**config.mk**
```make
export PLATFORM = sky130hd
export DESIGN_NAME = player_action_fsm
export DESIGN_NICKNAME = d
export VERILOG_FILES = /design/src/rtl/player_pkg.sv /design/src/rtl/player_frame_counter.sv /design/src/rtl/player_action_fsm.sv
export SDC_FILE = /design/constraint.sdc
export NUM_CORES = 1
export LEC_CHECK = 0
export BUFFER_PORTS_ARGS = -buffer_cell sky130_fd_sc_hd__buf_2
export CAP_MARGIN = 20
export CORE_UTILIZATION = 40
export CTS_CLUSTER_SIZE = 14
export DETAILED_ROUTE_END_ITERATION = 10
export REMOVE_ABC_BUFFERS = 1
export SLEW_MARGIN = 20
export SYNTH_ARGS = -nofsm -noshare
export SYNTH_HDL_FRONTEND = slang
export SYNTH_HIERARCHICAL = 1
export SYNTH_SLANG_ARGS = --single-unit
```
**constraint.sdc**
```tcl
create_clock -name clk -period 2.3 [get_ports clk]
set_input_delay 0.69 -clock clk [delete_from_list [all_inputs] [get_ports clk]]
set_output_delay 0.69 -clock clk [all_outputs]
set_load 0.02 [all_outputs]
```
**src/rtl/player_pkg.sv**
```systemverilog
// player_pkg
// Shared definitions for the per-player action FSM and its consumers:
//   - player_state_e : 3-bit state encoding, exposed on the FSM's state port
//   - DIR_*          : move_dir codes
//   - DEF_*_FRAMES   : default frame lengths, shared with the block controller
//   - player_out_t   : bundle of the FSM's registered outputs
//   - stun_len()     : stun load rule (a zero stun length still lasts one frame)
package player_pkg;

  typedef enum logic [2:0] {
    ST_IDLE      = 3'd0,
    ST_MOVE      = 3'd1,
    ST_JUMP      = 3'd2,
    ST_STARTUP   = 3'd3,
    ST_ACTIVE    = 3'd4,
    ST_RECOVERY  = 3'd5,
    ST_HITSTUN   = 3'd6,
    ST_BLOCKSTUN = 3'd7
  } player_state_e;

  localparam logic [1:0] DIR_NONE  = 2'b00;
  localparam logic [1:0] DIR_RIGHT = 2'b01;
  localparam logic [1:0] DIR_LEFT  = 2'b10;

  localparam int unsigned DEF_STARTUP_FRAMES  = 4;
  localparam int unsigned DEF_ACTIVE_FRAMES   = 3;
  localparam int unsigned DEF_RECOVERY_FRAMES = 8;
  localparam int unsigned DEF_JUMP_FRAMES     = 24;
  localparam int unsigned DEF_BUFFER_FRAMES   = 4;

  typedef struct packed {
    logic       atk_active;
    logic       move_active;
    logic       atk_start_pulse;
    logic       move_start_pulse;
    logic       returned_to_neutral;
    logic       hitstun;
    logic       blockstun;
    logic       hitbox_active;
    logic [1:0] move_dir;
  } player_out_t;

  function automatic logic [7:0] stun_len(input logic [7:0] frames);
    return (frames == 8'd0) ? 8'd1 : frames;
  endfunction

endpackage

```
**src/rtl/player_frame_counter.sv**
```systemverilog
// player_frame_counter
// 8-bit loadable down-counter shared by all timed states. Saturates at 0.
// Ports:
//   clk, rst      : frame clock, synchronous active-low reset
//   load          : load load_val this cycle (takes precedence over counting)
//   load_val[7:0] : value loaded on state entry
//   last          : count == 1, i.e. this is the final frame of the state
module player_frame_counter (
  input  logic       clk,
  input  logic       rst,
  input  logic       load,
  input  logic [7:0] load_val,
  output logic       last
);

  logic [7:0] count_q, count_d;

  always_comb begin
    count_d = count_q;
    if (load) begin
      count_d = load_val;
    end else if (count_q != 8'd0) begin
      count_d = count_q - 8'd1;
    end
  end

  always_ff @(posedge clk) begin
    if (!rst) begin
      count_q <= 8'd0;
    end else begin
      count_q <= count_d;
    end
  end

  assign last = (count_q == 8'd1);

endmodule

```
**src/rtl/player_action_fsm.sv**
```systemverilog
// player_action_fsm
// Per-player action state machine: turns buttons and collision results into
// the activity levels, pulses and stun flags consumed by the auto-block
// controller, and drives this player's own hitbox enable.
// One clk cycle is one game frame.
// Ports:
//   clk, rst                : frame clock, synchronous active-low reset
//   btn_left/right/jump/atk : debounced level buttons
//   hit_taken, hit_blocked  : 1-cycle hit pulses (taken wins over blocked)
//   stun_frames[7:0]        : stun length, sampled with the hit pulse
//   atk_active, move_active : activity levels
//   atk_start_pulse, move_start_pulse, returned_to_neutral : entry pulses
//   hitstun, blockstun      : stun levels
//   hitbox_active           : own hitbox enable (ACTIVE only)
//   move_dir[1:0]           : 01 right, 10 left, 00 none
//   state[2:0]              : current state (player_state_e encoding)
// Optional feature: define PLAYER_ACTION_BUFFER_EN to buffer attack edges
// seen in RECOVERY, HITSTUN, BLOCKSTUN or JUMP for BUFFER_FRAMES frames.
module player_action_fsm
  import player_pkg::*;
#(
  parameter int unsigned STARTUP_FRAMES  = DEF_STARTUP_FRAMES,
  parameter int unsigned ACTIVE_FRAMES   = DEF_ACTIVE_FRAMES,
  parameter int unsigned RECOVERY_FRAMES = DEF_RECOVERY_FRAMES,
  parameter int unsigned JUMP_FRAMES     = DEF_JUMP_FRAMES
`ifdef PLAYER_ACTION_BUFFER_EN
  , parameter int unsigned BUFFER_FRAMES = DEF_BUFFER_FRAMES
`endif
) (
  input  logic       clk,
  input  logic       rst,
  input  logic       btn_left,
  input  logic       btn_right,
  input  logic       btn_jump,
  input  logic       btn_atk,
  input  logic       hit_taken,
  input  logic       hit_blocked,
  input  logic [7:0] stun_frames,
  output logic       atk_active,
  output logic       move_active,
  output logic       atk_start_pulse,
  output logic       move_start_pulse,
  output logic       returned_to_neutral,
  output logic       hitstun,
  output logic       blockstun,
  output logic       hitbox_active,
  output logic [1:0] move_dir,
  output logic [2:0] state
);

  localparam logic [7:0] STARTUP_LEN  = 8'(STARTUP_FRAMES);
  localparam logic [7:0] ACTIVE_LEN   = 8'(ACTIVE_FRAMES);
  localparam logic [7:0] RECOVERY_LEN = 8'(RECOVERY_FRAMES);
  localparam logic [7:0] JUMP_LEN     = 8'(JUMP_FRAMES);

  player_state_e state_q, state_d;
  player_out_t   out_q, out_d;
  logic          atk_prev_q, atk_prev_d;
  logic          jump_prev_q, jump_prev_d;
  logic          atk_edge, jump_edge;
  logic [1:0]    dir;
  logic          cnt_load;
  logic [7:0]    cnt_val;
  logic          cnt_last;

  assign atk_prev_d  = btn_atk;
  assign jump_prev_d = btn_jump;
  assign atk_edge    = btn_atk & ~atk_prev_q;
  assign jump_edge   = btn_jump & ~jump_prev_q;

  // Both directions held cancel out to no movement.
  assign dir = (btn_right & ~btn_left) ? DIR_RIGHT :
               (btn_left & ~btn_right) ? DIR_LEFT  : DIR_NONE;

`ifdef PLAYER_ACTION_BUFFER_EN
  localparam logic [7:0] BUFFER_LEN = 8'(BUFFER_FRAMES);
  logic       buf_valid_q, buf_valid_d;
  logic [7:0] buf_age_q, buf_age_d;
  logic       buf_capture, buf_pending, buf_take;

  assign buf_capture = atk_edge &&
    (state_q inside {ST_RECOVERY, ST_HITSTUN, ST_BLOCKSTUN, ST_JUMP});
  // An edge captured on the very frame the state ends still counts.
  assign buf_pending = buf_valid_q | buf_capture;
`endif

  // Next-state logic. Hits pre-empt everything and always reload the counter,
  // so a hit during stun restarts it with the new stun type.
  always_comb begin
    state_d  = state_q;
    cnt_load = 1'b0;
    cnt_val  = 8'd0;
`ifdef PLAYER_ACTION_BUFFER_EN
    buf_take = 1'b0;
`endif
    if (hit_taken) begin
      state_d  = ST_HITSTUN;
      cnt_load = 1'b1;
      cnt_val  = stun_len(stun_frames);
    end else if (hit_blocked) begin
      state_d  = ST_BLOCKSTUN;
      cnt_load = 1'b1;
      cnt_val  = stun_len(stun_frames);
    end else begin
      unique case (state_q)
        ST_IDLE, ST_MOVE: begin
          if (atk_edge)              state_d = ST_STARTUP;
          else if (jump_edge)        state_d = ST_JUMP;
          else if (dir != DIR_NONE)  state_d = ST_MOVE;
          else                       state_d = ST_IDLE;
        end
        ST_STARTUP:  if (cnt_last) state_d = ST_ACTIVE;
        ST_ACTIVE:   if (cnt_last) state_d = ST_RECOVERY;
        ST_RECOVERY, ST_JUMP, ST_HITSTUN, ST_BLOCKSTUN: begin
          if (cnt_last) state_d = ST_IDLE;
        end
        default: state_d = ST_IDLE;
      endcase
`ifdef PLAYER_ACTION_BUFFER_EN
      // A pending buffered attack turns the return to IDLE into a new attack.
      if (state_d == ST_IDLE && state_q != ST_IDLE && buf_pending) begin
        state_d  = ST_STARTUP;
        buf_take = 1'b1;
      end
`endif
      if (state_d != state_q) begin
        cnt_load = 1'b1;
        unique case (state_d)
          ST_STARTUP:  cnt_val = STARTUP_LEN;
          ST_ACTIVE:   cnt_val = ACTIVE_LEN;
          ST_RECOVERY: cnt_val = RECOVERY_LEN;
          ST_JUMP:     cnt_val = JUMP_LEN;
          default:     cnt_val = 8'd0;
        endcase
      end
    end
  end

  // Outputs are decoded from the next state and registered, so they line up
  // with state_q; the entry flag marks the first frame of a new state.
  always_comb begin
    logic entry;
    entry = (state_d != state_q);
    out_d = '0;
    out_d.atk_active          = state_d inside {ST_STARTUP, ST_ACTIVE, ST_RECOVERY};
    out_d.move_active         = state_d inside {ST_MOVE, ST_JUMP};
    out_d.atk_start_pulse     = entry && (state_d == ST_STARTUP);
    out_d.move_start_pulse    = entry && (state_d inside {ST_MOVE, ST_JUMP});
    out_d.returned_to_neutral = entry && (state_d == ST_IDLE);
    out_d.hitstun             = (state_d == ST_HITSTUN);
    out_d.blockstun           = (state_d == ST_BLOCKSTUN);
    out_d.hitbox_active       = (state_d == ST_ACTIVE);
    out_d.move_dir            = (state_d == ST_MOVE) ? dir : DIR_NONE;
  end

  always_ff @(posedge clk) begin
    if (!rst) begin
      state_q     <= ST_IDLE;
      out_q       <= '0;
      atk_prev_q  <= 1'b0;
      jump_prev_q <= 1'b0;
    end else begin
      state_q     <= state_d;
      out_q       <= out_d;
      atk_prev_q  <= atk_prev_d;
      jump_prev_q <= jump_prev_d;
    end
  end

`ifdef PLAYER_ACTION_BUFFER_EN
  // Buffer age counts down every frame; reaching zero drops the attack.
  always_comb begin
    buf_valid_d = buf_valid_q;
    buf_age_d   = buf_age_q;
    if (buf_take) begin
      buf_valid_d = 1'b0;
      buf_age_d   = 8'd0;
    end else if (buf_capture) begin
      buf_valid_d = 1'b1;
      buf_age_d   = BUFFER_LEN;
    end else if (buf_valid_q) begin
      if (buf_age_q <= 8'd1) begin
        buf_valid_d = 1'b0;
        buf_age_d   = 8'd0;
      end else begin
        buf_age_d = buf_age_q - 8'd1;
      end
    end
  end

  always_ff @(posedge clk) begin
    if (!rst) begin
      buf_valid_q <= 1'b0;
      buf_age_q   <= 8'd0;
    end else begin
      buf_valid_q <= buf_valid_d;
      buf_age_q   <= buf_age_d;
    end
  end
`endif

  player_frame_counter u_counter (
    .clk      (clk),
    .rst      (rst),
    .load     (cnt_load),
    .load_val (cnt_val),
    .last     (cnt_last)
  );

  assign atk_active          = out_q.atk_active;
  assign move_active         = out_q.move_active;
  assign atk_start_pulse     = out_q.atk_start_pulse;
  assign move_start_pulse    = out_q.move_start_pulse;
  assign returned_to_neutral = out_q.returned_to_neutral;
  assign hitstun             = out_q.hitstun;
  assign blockstun           = out_q.blockstun;
  assign hitbox_active       = out_q.hitbox_active;
  assign move_dir            = out_q.move_dir;
  assign state               = state_q;

endmodule
```
# --- Yosys cells after proc, flatten, opt, wreduce, memory -nomap -nowiden ---
# Cells that the tools add are included.
classes:
  bitwise_logic: 8
  muxes: 23
  eq_ne: 21
  n_reduce_logical: 14
  n_addsub: 1
ops:
  columns: ["cell", "count"]
  rows:
  - ["$mux W8", 5]
  - ["$eq A3 B3 Y1 const B", 10]
  - ["$mux W3", 7]
  - ["$pmux W5 S4", 1]
  - ["$eq A3 B2 Y1 const B", 6]
  - ["$pmux W3 S4", 1]
  - ["$eq A8 B1 Y1 const B", 1]
  - ["$logic_not A8 Y1", 1]
  - ["$mux W2", 4]
  - ["$reduce_bool A8 Y1", 1]
  - ["$sub A8 B1 Y8 const B", 1]
  - ["$eq A3 B1 Y1 const B", 2]
  - ["$logic_not A3 Y1", 2]
  - ["$ne A3 B3 Y1", 2]
  - ["$reduce_bool A2 Y1", 3]
  - ["$mux W5", 1]
  - ["$and A1 B1 Y1", 4]
  - ["$mux W1", 4]
  - ["$not A1 Y1", 4]
  - ["$reduce_or A4 Y1", 1]
  - ["$logic_and A1 B1 Y1", 3]
  - ["$reduce_bool A3 Y1", 1]
  - ["$reduce_and A2 Y1", 1]
  - ["$reduce_or A2 Y1", 1]
word_totals:
  reg_bits: 23
  out_inout_bits: 13

# --- Logic depth before layout (Yosys ltp) ---
# Gate-level depths: netlist of the first run.
depth:
  word_depth: 17
  depth_mapped: 11
  depth_no_buf: 10

# --- Cells and area by module ---
# Netlist of the first run, hierarchy kept.
modules_own_cells:
  columns: ["module", "cells_each", "instances", "seq_area_each_um2", "area_per_inst_um2"]
  rows:
  - ["player_action_fsm", 111, 1, 300.3, 878.3]
  - ["player_frame_counter", 54, 1, 160.2, 495.5]

# --- Worst setup path after synthesis of the first run ---
# No wires, ideal clock.
synth_path:
  kind: "in2reg"
  from: "input port btn_left"
  to: "register u_counter.count_q[0]"
  slack_ns: 0.025
  t_arrival_ns: 2.157
  cell_stages: 11
  t_required_ns: 2.181
  path_cell_list: "inv_1 -> ha_1 -> o211ai_1 -> and2_1 -> o22ai_1 -> nand3_1 -> buf_2 -> inv_2 -> nand4_2 -> mux2i_1 -> a21boi_1"
synth_lines:
  columns: ["element", "line", "source"]
  rows:
  - ["start, declared", "player_action_fsm.sv:32", "input logic btn_left,"]
  - ["$and A1 B1 Y1 / $not A1 Y1 (equally long branches)", "player_action_fsm.sv:73, player_action_fsm.sv:72", null]
  - ["$mux W2 / $and A1 B1 Y1 (equally long branches)", "player_action_fsm.sv:73, player_action_fsm.sv:72", null]
  - ["$mux W2 (*)", "player_action_fsm.sv:72", "assign dir = (btn_right & ~btn_left) ? DIR_RIGHT :"]
  - ["$reduce_bool A2 Y1 (*)", "player_action_fsm.sv:109", "else if (dir != DIR_NONE) state_d = ST_MOVE;"]
  - ["$mux W1 (*)", "player_action_fsm.sv:109", null]
  - ["$mux W2 (*)", "player_action_fsm.sv:108", "else if (jump_edge) state_d = ST_JUMP;"]
  - ["$mux W2 (*)", "player_action_fsm.sv:107", "if (atk_edge) state_d = ST_STARTUP;"]
  - ["$pmux W3 S4 (*)", "player_action_fsm.sv:105", "unique case (state_q)"]
  - ["$mux W3 (*)", "player_action_fsm.sv:100", "end else if (hit_blocked) begin"]
  - ["$mux W3 (*)", "player_action_fsm.sv:96", "if (hit_taken) begin"]
  - ["$ne A3 B3 Y1 (*)", "player_action_fsm.sv:126", "if (state_d != state_q) begin"]
  - ["$mux W1 (*)", "player_action_fsm.sv:126", null]
  - ["$mux W1 (*)", "player_action_fsm.sv:100", null]
  - ["$mux W1 (*)", "player_action_fsm.sv:96", null]
  - ["named net cnt_load", "player_action_fsm.sv:62", "logic cnt_load;"]
  - ["$mux W8 / $reduce_bool A2 Y1 (equally long branches)", null, null]
  - ["end signal, assigned", "player_frame_counter.sv:31", "count_q <= count_d;"]
  - ["end, declared", "player_frame_counter.sv:16", "logic [7:0] count_q, count_d;"]
# Mark *: on every way through the listed nets, which the timed path passes. The rest lies on a longest branch. The select of a mux whose other input is x is not followed.
# A chain may end at the register's enable or synchronous reset.

# --- Worst setup path after layout of the first run ---
layout_path:
  from: "register u_counter.count_q[4]"
  to: "register u_counter.count_q[3]"
layout_between:
  elab_chain_cells: 11
layout_rtl:
  columns: ["element", "line", "source"]
  rows:
  - ["$eq A8 B1 Y1 (*)", "player_frame_counter.sv:35", "assign last = (count_q == 8'd1);"]
  - ["named net cnt_last", "player_action_fsm.sv:64", "logic cnt_last;"]
  - ["$mux W3 (on tied branches)", "player_action_fsm.sv:115, player_action_fsm.sv:112, player_action_fsm.sv:113", null]
  - ["$pmux W3 S4 (*)", "player_action_fsm.sv:105", null]
  - ["$mux W3 (*)", "player_action_fsm.sv:100", null]
  - ["$mux W3 (*)", "player_action_fsm.sv:96", null]
  - ["$eq A3 B2 Y1 / $eq A3 B3 Y1 (equally long branches)", "player_action_fsm.sv:128", "unique case (state_d)"]
  - ["$pmux W5 S4", "player_action_fsm.sv:128", null]
  - ["$mux W5 (*)", "player_action_fsm.sv:126", null]
  - ["$mux W8 (*)", "player_action_fsm.sv:100", null]
  - ["$mux W8 (*)", "player_action_fsm.sv:96", null]
  - ["named net cnt_val[3]", "player_action_fsm.sv:63", "logic [7:0] cnt_val;"]
  - ["$mux W8 (*)", "player_frame_counter.sv:20", "if (load) begin"]
# Marked as above.

==> results of run 1 <==
## layout make-up
type	instances	area (um^2)
Clock inverter	1	7.51
Tap cell	44	55.1
Multi-Input combinational cell	126	848
Fill cell	319	1490
Inverter	9	33.8
Sequential cell	23	460
Timing Repair Buffer	41	238
Clock buffer	3	22.5
## power by group
part	switching, W	internal (W)	total [W]
Clock	0.000126	0.0000662	0.000192
Combinational	0.000141	0.000124	0.000265
Sequential	0.0000316	0.000423	0.000455
Total	0.000299	0.000613	0.000912
## cell usage after synthesis, drive strengths merged (2+ instances only)
master	count
dfxtp	23
nand2	16
nor2	16
nor3	10
inv	9
a21oi	8
and2	7
a211oi	6
nor2b	6
o21ai	6
and3	5
buf	5
ha	5
a21o	4
nand4	3
nor3b	3
nor4	3
xnor2	3
xor2	3
a211o	2
clkbuf	2
mux2	2
mux2i	2
nand3	2
o21a	2
o31ai	2
## sequential cells by signal, summed over array words and instances (netlist names)
name and count:
move_start_pulse 1, blockstun 1, atk_active 1, move_dir 2, jump_prev_q 1, hitstun 1, atk_start_pulse 1, move_active 1
atk_prev_q 1, u_counter/count_q 8, hitbox_active 1, state 3, returned_to_neutral 1
## worst reg2reg max path: stages (launching register included)
cell and delay [ps]:
dfxtp_1 380, nor4_4 320, and3_4 280, nor2b_1 60, a211o_1 280, nand2_1 110
nor2_1 60, a221o_1 340, nor2_1 110, a211oi_1 60
## worst max path at each step
stage	endpoint	startpoint	slack, ps
floorplan	u_counter/count_q[0]	btn_left	-30
global placement	u_counter/count_q[1]	btn_left	30
detailed placement	u_counter/count_q[1]	btn_left	-40
CTS	u_counter/count_q[3]	u_counter/count_q[4]	150
global route	u_counter/count_q[3]	u_counter/count_q[4]	10
finish	u_counter/count_q[3]	u_counter/count_q[4]	210
## metrics by stage
step	total power, W	hold WS (ps)	cell area, um^2	util
6_report	0.000912	577	1670	0.528
2_1_floorplan	0.000635	531	1340	-
5_1_grt	0.000981	571	1670	0.528
4_1_cts	0.000923	567	1650	0.525
3_3_place_gp	0.000721	602	1620	0.515
3_5_place_dp	0.000724	618	1620	0.515
## what timing repair did
action	CTS	global route
hold buffers	0	0
buffers inserted	0	1
endpoints found under the setup margin	0	1
gates resized for setup	0	1
## metal layers
metal	GRT usage	routed length (um)	up-vias
li1	-	-	658
met1	0.263	1530	584
met2	0.273	1370	33
met3	0.0341	108	2
met4	0.0747	18	0
met5	0	0	-
## cell families after synthesis
kind of cell,count (synthesis),synth area share
and+or+nand+nor,73,0.295
buffers and inverters,16,0.0501
DFF,23,0.335
muxes,4,0.0337
adders and majority gates,5,0.0455
AOI/OAI and AO/OA,38,0.202
xor gates and xnor gates,6,0.0383
==> results.json, run 1 <==
{
  "die_width_um": 60.6,
  "clock_path_buffers": 2,
  "nNetsFinal": 225,
  "ir_drop_uv": 167,
  "dp_cells": 242,
  "drive_above_1_share": 0.286,
  "netlist_instances": 165,
  "critical_path_peak_fanout": 7,
  "rr_startpoint": "u_counter/count_q[4]",
  "post-place-ws_ps": -39.4,
  "portBuffers": 28,
  "dieHeight_um": 60.6,
  "ant_nets": 0,
  "endpoint_kind": "flip-flop",
  "final_cell_mix": "buf_2 (28), dfxtp_1 (23), nor2_1 (15), nand2_1 (15), buf_4 (13)",
  "worst_slack_ps": 207,
  "hold_viol_final": 0,
  "min_period_ps": 2090,
  "synth.distinct_cells": 48,
  "viasPerCell": 5.17,
  "grt_util_all_layers": 0.184,
  "drt_iter0_drc": 40,
  "tightestPinTransition_ps": 560,
  "cts_root_buf": "clkbuf_4",
  "final_common_cell": "buf_2",
  "rows": 20,
  "max_slew_margin": 0.626,
  "crit_chain": "nor4_4 -> and3_4 -> nor2b_1 -> a211o_1 -> nand2_1 -> nor2_1 -> a221o_1 -> nor2_1 -> a211oi_1",
  "grt_pass1_vias": 1141,
  "die-area_mm2": 0.00367,
  "drt_wl_total_um": 3030,
  "place_congestion": 0.820,
  "worst_path_most_repeated_cell": "nor2_1",
  "dp_hpwl_um": 2340,
  "syn_area_per_cell_um2": 8.33,
  "numCtsBuffers": 3,
  "wire_per_inst_um": 12.3,
  "cts_sinks": 23,
  "rsz0062_at_grt": "no",
  "async_flop_share": 0,
  "r2r-end": "u_counter/count_q[3]",
  "grt_max_degree": 18,
  "max_clock_freq_ghz": 0.478,
  "ys_ff_latch": 23,
  "ys_warn_count": 6,
  "start_util": 0.436,
  "h-tree-depth": 1,
  "cp-start-kind": "flip-flop",
  "arrival_ps": 2300,
  "grt_overflow": 0,
  "synth.area.top_cells": "dfxtp_1 (34%), ha_1 (4.6%), nand2_1 (4.1%)",
  "first_pass_iters": 4,
  "holdCritStartpoint": "btn_jump",
  "cap_viol_max_count": 0,
  "pin_count": 29,
  "cp_slowest_stage_delay_ps": 380,
  "drc": 0,
  "leakage_nw": 0.790,
  "fin_skew_ps": 9.32,
  "hp-class": "input port to flip-flop",
  "worstSetupPathType": "flip-flop to flip-flop",
  "setup_violations": 0,
  "path_buf_inv": 0,
  "via_count": 1277,
  "yosysSeqAreaShare": 0.335,
  "syn_to_final_growth_pct": 21.2,
  "synth_enable_flop_cells": 0,
  "syn_area_mm2": 0.00137,
  "setup_tns_ps": 0,
  "clk_latency_ps": 310,
  "antenna_found_initial": 0,
  "synthFlopType": "dfxtp_1",
  "yosys.area.top_type": "dfxtp_1",
  "required_ps": 2500,
  "hold_depth": 2,
  "cts_tree": "built",
  "finalMaxSlewViolations": 0,
  "ff2ff_setup_slack_ps": 210,
  "hold_end": "jump_prev_q",
  "antenna_cells": 0,
  "fin_crit_sh": 0.910,
  "synth_top_area_frac": 0.335,
  "worstRegToRegCells": 9,
  "worst_path_max_delay_cell": "dfxtp_1",
  "path_clk_slew_ps": 140,
  "core_area_mm2": 0.00315,
  "crit_cells": 9,
  "grt_first_pass_wirelength_um": 5090,
  "outcome": "complete, no violations",
  "critical_path.top_delay_family": "simple AND/OR/NAND/NOR gates",
  "powerDensity_mw_per_mm2": 548,
  "finalNonFillerCells": 247
}
(Power assumes the default switching activity.)
==> inputs of run 2 (changes only) <==
--- a/config.mk
+++ b/config.mk
@@ -8,11 +8,11 @@
 export BUFFER_PORTS_ARGS = -buffer_cell sky130_fd_sc_hd__buf_2
 export CAP_MARGIN = 20
-export CORE_UTILIZATION = 40
+export CORE_UTILIZATION = 41
 export CTS_CLUSTER_SIZE = 14
 export DETAILED_ROUTE_END_ITERATION = 10
+export PLACE_DENSITY = 0.65
 export REMOVE_ABC_BUFFERS = 1
 export SLEW_MARGIN = 20
 export SYNTH_ARGS = -nofsm -noshare
 export SYNTH_HDL_FRONTEND = slang
-export SYNTH_HIERARCHICAL = 1
 export SYNTH_SLANG_ARGS = --single-unit
==> constraint.sdc (replaced) <==
create_clock -name clk -period 2.3 [get_ports clk]
set_input_delay 0.69 -clock clk [delete_from_list [all_inputs] [get_ports clk]]
set_output_delay 0.69 -clock clk [all_outputs]
set_load 0.1 [all_outputs]
==> run 2 against run 1 <==
Sequential share of layout area down 1.2 points; clock skew is 1.8 ps lower; combinational power rose by 25%; die area fell by 2.6%; cell area rose by 5.6%; non-clock buffer count up 8; first-iteration DRC count fell by 2.5%; global-route usage grew 2.7 points; critical endpoint is now move_dir[1]; largest cell class unchanged; register-to-register slack got worse by 160 ps.
==> results.json, run 2 <==
{
  "cts_tree": "built",
  "clk_latency_ps": 320,
  "yosysMostFrequentCell": "dfxtp_1",
  "first_pass_iters": 4,
  "netlist_instances": 155,
  "cts_sinks": 23,
  "place_congestion": 0.900,
  "arrival_ps": 2510,
  "synthFlopType": "dfxtp_1",
  "ant_nets": 0,
  "cp-start-kind": "flip-flop",
  "powerDensity_mw_per_mm2": 550,
  "clock_path_buffers": 2,
  "die-area_mm2": 0.00358,
  "worstRegToRegCells": 5,
  "numCtsBuffers": 3,
  "async_flop_share": 0,
  "synth_top_area_frac": 0.336,
  "rows": 20,
  "via_count": 1374,
  "antenna_cells": 0,
  "final_cell_mix": "buf_2 (28), buf_4 (21), dfxtp_1 (20)",
  "seq_area_um2": 464,
  "holdCritStartpoint": "stun_frames[5]",
  "worstSetupPathType": "flip-flop to flip-flop",
  "multi_input_area_um2": 888,
  "drt_iter0_drc": 39,
  "hold_depth": 3,
  "drc": 0,
  "drive_above_1_share": 0.358,
  "grt_max_degree": 23,
  "fillCellCount": 304,
  "max_clock_freq_ghz": 0.444,
  "worst_slack_ps": 46.5,
  "viasPerCell": 5.61,
  "die_width_um": 59.8,
  "synth_enable_flop_cells": 0,
  "yosys.area.top_type": "dfxtp_1",
  "synth.distinct_cells": 51,
  "grt_first_pass_wirelength_um": 5660,
  "syn_area_per_cell_um2": 8.84,
  "grt_util_all_layers": 0.212,
  "dieHeight_um": 59.8,
  "max_slew_margin": 0.606,
  "r2r-end": "move_dir[1]",
  "portBuffers": 28,
  "final_common_cell": "buf_2",
  "fin_crit_sh": 0.980,
  "tightestPinTransition_ps": 588,
  "drt_wl_total_um": 3550,
  "h-tree-depth": 1,
  "ir_drop_uv": 244,
  "rr_startpoint": "u_counter.count_q[4]",
  "ys_warn_count": 0,
  "ys_ff_latch": 23,
  "post-place-ws_ps": -185,
  "ctsHoldBuffers": 0,
  "outcome": "complete, no violations",
  "required_ps": 2560,
  "largest_register_ffs": 8,
  "cts_root_buf": "clkbuf_4",
  "critical_path_peak_fanout": 6,
  "dp_hpwl_um": 2810,
  "nNetsFinal": 222,
  "whs_ps": 601,
  "synth_common_cells": "dfxtp_1 (23), nor2_1 (13), nand2_1 (10)",
  "setup_violations": 0,
  "hp-class": "input port to flip-flop",
  "grt_pass1_vias": 1274,
  "endpoint_kind": "flip-flop",
  "wire_per_inst_um": 14.5,
  "core_area_mm2": 0.00310,
  "path_clk_slew_ps": 130,
  "hold_viol_final": 0,
  "pin_count": 29,
  "antenna_found_initial": 0,
  "yosysSeqAreaShare": 0.336,
  "syn_to_final_growth_pct": 28.3,
  "fin_skew_ps": 7.57,
  "min_period_ps": 2250,
  "finalMaxSlewViolations": 0,
  "hold_end": "u_counter.count_q[5]",
  "largest-register": "u_counter.count_q",
  "ff2ff_setup_slack_ps": 50,
  "synth.area.top_cells": "dfxtp_1 (34%), or4_1 (3.8%), ha_1 (3.7%)",
  "cap_viol_max_count": 0,
  "start_util": 0.442,
  "grt_overflow": 0,
  "syn_area_mm2": 0.00137,
  "leakage_nw": 0.755
}
[run 2: cell count changes in the layout (fill, tap and decap cells not counted), moves of 4 or more]
cell	delta
buf_4	+8
or4_1	+7
nand2_1	-5
nor3_1	-5
a21o_1	-4
nor2b_1	-4
[run 2: cell type report]
class | count | area share
multi-input combinational | 118 | 0.505
clock buffer | 4 | 0.0149
tap | 44 | 0.0313
sequential | 23 | 0.264
inverter | 7 | 0.0149
timing repair buffer | 49 | 0.169
[run 2: logic make-up (layout without fill, tap and decap cells)]
family	count (synthesis)	count (layout)	share of synthesized area
DFF	23	23	0.336
and+or+nand+nor	68	68	0.308
muxes	2	2	0.0155
xor gates and xnor gates	6	6	0.0384
buffers and inverters	14	60	0.0384
AOI/OAI and AO/OA	38	38	0.227
adders and majority gates	4	4	0.0365
[run 2: metal layers]
layer / vias to the layer above / GRT usage / wire, um
met4: 0 / 0.0498 / 29
met2: 52 / 0.390 / 1810
met3: 5 / 0.0260 / 192
met1: 638 / 0.258 / 1520
li1: 679 / - / -
met5: - / 0 / 0
[run 2: repair_timing]
item,CTS,global route
endpoints found under the setup margin,2,10
pin swaps,1,3
setup buffers,0,2
resized for setup,0,9
[run 2: worst max-delay path by stage]
stage                                    start                   end  slack, ps  depth (start not counted)
after floorplan                       state[1]  u_counter.count_q[3]       -470                          5
after global placement                btn_left  u_counter.count_q[4]       -150                          9
after detailed placement              btn_left           move_dir[1]       -180                          7
after CTS                 u_counter.count_q[1]   returned_to_neutral         30                          7
after global routing      u_counter.count_q[4]           move_dir[1]         -8                          5
final                     u_counter.count_q[4]           move_dir[1]         50                          5
[run 2: where the power goes]
group | internal (W) | switching (W)
sequential | 0.000422 | 0.0000218
clock | 0.0000678 | 0.000124
combinational | 0.000125 | 0.000206
total | 0.000615 | 0.000352
[run 2: through the flow]
stage,utilization,cells,area (um^2),TNS (ps),power (W)
finish,0.567,245,1760,0,0.000967
detailed placement,0.542,239,1680,-2180,0.000769
global placement,0.542,239,1680,-1330,0.000762
floorplan,-,148,1340,-4670,0.000668
CTS,0.550,243,1710,0,0.000950
global route,0.567,245,1760,-15.7,0.00101
[run 2: critical path: stages, from the launching register on]
cell	delay, ps
dfxtp_2	380
or4_4	590
or3_4	430
a2111oi_4	420
and2_1	190
and3_1	170
